$ cat src/rtl/ttl_counter_n.sv
// ttl_counter_n: synchronous presettable modulo-N up/down counter with a storage
// register, modelled on the 74LS163 (synchronous clear/load, P/T enables,
// ripple-carry output) combined with the 74LS590 (capture register).
//
// Parameters:
//   WIDTH   counter and data width in bits (2..16)
//   MODULO  count modulus (2..2**WIDTH)
//
// Ports:
//   clk      rising-edge clock for all state
//   reset    synchronous active-high reset; clears q and q_st
//   n_clr    synchronous active-low clear of q
//   n_load   synchronous active-low parallel load of q from d
//   d        parallel load data
//   enp      count enable P
//   ent      count enable T; also gates tc
//   up       count direction, 1 = up, 0 = down
//   rclk_en  storage-register capture strobe
//   q        live count register
//   q_st     storage register (pre-edge copy of q when captured)
//   tc       combinational terminal count / ripple carry
module ttl_counter_n #(
  parameter int unsigned WIDTH  = 4,
  parameter int unsigned MODULO = 16
) (
  input  logic             clk,
  input  logic             reset,
  input  logic             n_clr,
  input  logic             n_load,
  input  logic [WIDTH-1:0] d,
  input  logic             enp,
  input  logic             ent,
  input  logic             up,
  input  logic             rclk_en,
  output logic [WIDTH-1:0] q,
  output logic [WIDTH-1:0] q_st,
  output logic             tc
);

  // MODULO may equal 2**WIDTH, so only MODULO-1 is guaranteed to fit in WIDTH bits.
  localparam logic [WIDTH-1:0] MaxVal = WIDTH'(MODULO - 1);
  localparam logic [WIDTH-1:0] Zero   = '0;
  localparam logic [WIDTH-1:0] One    = {{(WIDTH-1){1'b0}}, 1'b1};

  logic [WIDTH-1:0] q_q, q_d;
  logic [WIDTH-1:0] q_st_q, q_st_d;
  logic [WIDTH-1:0] q_next_up, q_next_dn;

  // Up wraps on >= rather than == so an out-of-range loaded value returns to 0.
  // Down only wraps at 0, so an out-of-range value simply decrements.
  always_comb begin
    q_next_up = (q_q >= MaxVal) ? Zero : (q_q + One);
    q_next_dn = (q_q == Zero)   ? MaxVal : (q_q - One);
  end

  always_comb begin
    q_d = q_q;
    if (!n_clr) begin
      q_d = Zero;
    end else if (!n_load) begin
      q_d = d;
    end else if (enp && ent) begin
      q_d = up ? q_next_up : q_next_dn;
    end
  end

  // Capture samples the pre-edge count, independent of clear/load/enables.
  always_comb begin
    q_st_d = q_st_q;
    if (rclk_en) begin
      q_st_d = q_q;
    end
  end

  always_ff @(posedge clk) begin
    if (reset) begin
      q_q    <= Zero;
      q_st_q <= Zero;
    end else begin
      q_q    <= q_d;
      q_st_q <= q_st_d;
    end
  end

  // Independent of enp so cascaded stages see the carry as soon as the lower
  // stage sits at its terminal value.
  always_comb begin
    tc = ent & (up ? (q_q == MaxVal) : (q_q == Zero));
  end

  assign q    = q_q;
  assign q_st = q_st_q;

endmodule

$ cat config.mk
export PLATFORM = sky130hd
export DESIGN_NAME = ttl_counter_n
export DESIGN_NICKNAME = d
export VERILOG_FILES = /design/src/rtl/ttl_counter_n.sv
export SDC_FILE = /design/constraint.sdc
export NUM_CORES = 1
export LEC_CHECK = 0
export CAP_MARGIN = 20
export CELL_PAD_IN_SITES_DETAIL_PLACEMENT = 0
export CELL_PAD_IN_SITES_GLOBAL_PLACEMENT = 1
export CORE_UTILIZATION = 27
export DETAILED_ROUTE_END_ITERATION = 12
export PLACE_DENSITY_LB_ADDON = 0.2
export SYNTH_ARGS = -nofsm -noshare
export SYNTH_HDL_FRONTEND = slang
export SYNTH_SLANG_ARGS = --single-unit
$ cat constraint.sdc
create_clock -name clk -period 1.7 [get_ports clk]
set_clock_uncertainty 0.05 [all_clocks]
set_input_delay 0.17 -clock clk [delete_from_list [all_inputs] [get_ports clk]]
set_output_delay 0.17 -clock clk [all_outputs]
set_load 0.01 [all_outputs]
-- Word level (Yosys, flattened, before mapping)
Cells that the tools add are included.
- latch bits: 0
- memory bits (read-only): 0
- input port bits: 12
- register bits after elaboration: 8
- RAM bits: 0
- memories: 0
- word-level logic and storage cells: 18
- output and inout port bits: 9
- mux-type cells: 6
- add/sub/neg operators: 2
- $mul: 0
- reduce and logical (&&, ||, !) cells: 3
- bitwise gates (word level): 2
- equality and inequality tests: 2
- shift operators: 0
- order comparisons: 1
- div/mod/pow operators: 0
- operators with widths (kind ; count):
    two-way mux 4 bit ; 5
    adder 4 x 1 -> 4 bit (second input constant) ; 1
    == test 4 bit (second input constant) ; 1
    greater-or-equal comparator 4 bit (second input constant) ; 1
    logical NOT 4 bit ; 1
    subtractor 4 x 1 -> 4 bit (second input constant) ; 1
    != test 2 x 1 -> 1 bit (second input constant) ; 1
    OR reduction 2 bit ; 1
    AND 1 bit ; 1
    logical AND 1 bit ; 1
    two-way mux 1 bit ; 1
    NOT 1 bit ; 1

-- Longest topological paths before layout
- depth in word-level cells: 5
- gate-level depth with buffers: 6
- gate-level depth less buffers: 6

-- Worst setup path before layout
OpenSTA, ideal clock, no wires.
- kind: register to output
- start: register q_q[0] (netlist: q[0])
- end: output tc
- arrival time: 1388 ps
- path slack: 92 ps
- stages on the path, launching flop included: 5
- path buffers: 0
- data required time: 1480 ps
- cell sequence: dfxtp_1 -> inv_1 -> ha_1 -> or4b_4 -> a21boi_0
- longest elaborated chain between the ends: 3
- elaborated cells between the ends (all ways): 4
- classes of those cells: 1 x eq/ne; 1 x mux; 1 x bitwise; 1 x reduce/logical
- RTL lines (what ; line ; source):
    start: declaration ; 45 ; logic [WIDTH-1:0] q_q, q_d;
    start signal: assignment ; 77 ; q_q <= Zero;
    start signal: assignment ; 80 ; q_q <= q_d;
    == test 4 bit / logical NOT 4 bit (equally long branches) ; 88 ; tc = ent & (up ? (q_q == MaxVal) : (q_q == Zero));
    two-way mux 1 bit * ; 88 ;
    AND 1 bit * ; 88 ;
    end: declaration ; 37 ; output logic tc
Every way passes the cells marked *; elsewhere a longest branch is shown, timed or not.

-- Worst setup path after layout
- start: register q_q[1] (netlist: q[1])
- end: output tc
The elaborated chain is that of the path after synthesis.

==> impl_metrics.csv <==
group,metric,value,unit
setup_path,critPathKind,"flop to output port",
timing,setup_viol,1,
timing,slew_headroom,75.7,%
timing,tightest_slew,0.364,ns
grt,antenna_found_initial,0,
logic_synthesis,synthArstFlopShare,0,%
drt,postRouteAntennaNets,0,
logic_synthesis,synth-edff-count,0,
run_status,violations,"design-rule violations, negative setup slack",
logic_synthesis,synth_ff_type,"dfxtp_1",
setup_path,cp_max_fo,2,
logic_synthesis,synth-seq-cells,8,
placed_design,dp.cells,98,
drt,drt-pass1-iter-count,8,
floorplanning,dieHeight,43.5,µm
finish,drive_above_1_share,23.5,%
clock_network,path_clk_slew,0.06,ns
floorplanning,io_pins,21,
setup_path,reg2reg_from,"q[0]",
clock_network,cts_tree,"yes",
placed_design,dp_hpwl,937,µm
timing,max_freq,585,MHz
power_and_ir_drop,ir_drop,422,µV
setup_path,critPathCaptureType,"output port",
timing,setup_slack,-0.00942,ns
clock_network,clock_sinks,8,
grt,overflow,0,
floorplanning,row_count,14,
finish,area_delta_synth_final,68.2,%
clock_network,cts_buffer_depth,2,
timing,finalCritPeriodShare,101,%
run,max_cap_viol_count,0,
setup_path,arrival,1.49,ns
clock_network,clock_latency,0.26,ns
logic_synthesis,synth.distinct_cells,24,
drt,drt_iter0_drc,7,
grt,grt_pass1_vias,474,
timing,rsz0062_at_grt,"yes",
finish,nFillCells,146,
logic_synthesis,yosys_warnings,0,
hold_path,hold_path_class,"flop to flop",
logic_synthesis,synth.yosys.seq_area_share,34.5,%
grt,grt_max_degree,11,
drt,vias_per_cell,5.25,
clock_network,cts_inserted_buffers,3,
timing,min_period,1.71,ns
finish,antenna_cells,0,
placed_design,postPlaceCellArea,744,µm²
floorplanning,start_util,29.8,%
power_and_ir_drop,p_leak,0.312,nW
logic_synthesis,netlist_instances,55,
setup_path,required,1.48,ns
run_status,status,"finished with violations",
drt,drc,4,
floorplanning,core,1560,µm²
setup_path,startpoint_type,"flop",
logic_synthesis,synth_area_per_cell,8.44,µm²
clock_network,root_buffer,"clkbuf_4",
clock_network,htreeDepth,1,
finish,layout.nets,101,
drt,avgRoutedWirePerCell,12.2,µm
grt,grt_usage,14.6,%
setup_path,critPathLaunch,"q[1]",
finish,design_area,781,µm²
floorplanning,die_area,1890,µm²
finish,fin_cells,101,
drt,vias,530,
floorplanning,die_x,43.5,µm
grt,grt_pass1_wl,2100,µm
timing,slew_viol_final,0,
logic_synthesis,syn-cell-area,464,µm²
timing,hold_viol,0,
power_and_ir_drop,pwr_density_cell,609,nW/µm²
clock_network,cts_setup_buffers,0,
logic_synthesis,syn_nets,69,
placed_design,port_buffers,20,
hold_path,hold_start,"q_st[0]",
placed_design,place_congestion,0.752,
drt,drt_wl_total,1230,µm
[placed cells by master, fill, tap and decap left out, drive strengths merged, types with 2 or more instances in the layout]
| master | count |
|---|---|
| a21boi | 2 |
| a21oi | 3 |
| a311oi | 2 |
| buf | 10 |
| clkbuf | 3 |
| clkdlybuf4s50 | 19 |
| dfxtp | 8 |
| ha | 2 |
| inv | 4 |
| mux2i | 5 |
| nand2 | 2 |
| nand4 | 3 |
| nor2 | 8 |
| o21ai | 2 |
[synth_stat cells (all sizes together), types with 2 or more instances]
master | instances | area [µm²]
dfxtp | 8 | 160
nor2 | 8 | 30.0
mux2i | 5 | 50.1
inv | 4 | 15.0
a21oi | 3 | 15.0
nand4 | 3 | 18.8
a21boi | 2 | 15.0
a311oi | 2 | 17.5
clkbuf | 2 | 7.51
ha | 2 | 25.0
nand2 | 2 | 7.51
o21ai | 2 | 10.0
[path summary, 6_finish.rpt]
kind | endpoint | slack [ns] | depth (start not counted)
setup / recovery | tc | -0.009 | 5
hold / removal | q_st[0] | 0.45 | 2
setup reg to reg | q[2] | 0.15 | 6
hold reg to reg | q_st[0] | 0.45 | 2
[state kept, by name, summed over array words and instances, names as in the netlist]
name	cells
q_st	4
q	4
[kinds of logic (layout without fill, tap and decap cells)]
logic type / Yosys count / after routing / synth area share (%)
buf+inv: 6 / 36 / 4.85
flops: 8 / 8 / 34.5
compound gates: 14 / 14 / 20.5
simple gates: 18 / 18 / 20.2
fa+ha+maj: 2 / 2 / 5.39
xor+xnor: 2 / 2 / 3.77
mux: 5 / 5 / 10.8
[power by group]
| group | internal [mW] | switching, mW | total, mW |
|---|---|---|---|
| Clock | 0.0811 | 0.0692 | 0.150 |
| Sequential | 0.195 | 0.00403 | 0.199 |
| Combinational | 0.0731 | 0.0528 | 0.126 |
[cell type report]
cell class	instances	area, µm²	area share [%]
multi-input combinational	41	298	38.1
timing repair buffer	29	263	33.7
sequential	8	163	20.8
clock buffer	3	22.5	2.88
tap	16	20.0	2.56
inverter	4	15.0	1.92
[repair_timing]
item                                    4_1_cts  5_1_grt
pin swaps                                     2        0
hold buffers                                  0        0
gates resized for setup                      12        0
endpoints found under the setup margin        1        1
[routing by layer]
| layer | GRT usage (%) | share of wire, % | vias to the layer above |
|---|---|---|---|
| met5 | 0 | 0 | - |
| met4 | 5.63 | 0.73 | 0 |
| met3 | 2.50 | 5.0 | 4 |
| met2 | 22.7 | 46 | 18 |
| met1 | 20.3 | 48 | 246 |
| li1 | - | - | 262 |
[stage by stage]
stage	util [%]	setup TNS, ns	hold slack (ns)	worst slack [ns]	power, mW
global placement	47.8	-0.354	0.424	-0.354	0.326
detailed placement	47.8	-0.378	0.440	-0.378	0.326
global route	50.1	-0.0670	0.474	-0.0670	0.503
CTS	50.1	-0.0173	0.453	-0.0173	0.479
floorplan	-	0	0.192	0.0920	0.257
finish	50.1	-0.00942	0.449	-0.00942	0.475
[critical path, stage by stage (launching register included)]
cell and delay, ns:
dfxtp_2 0.32, inv_2 0.06, ha_4 0.12, or4b_4 0.46, a21boi_2 0.13, buf_2 0.13
(Power assumes the default switching activity.)
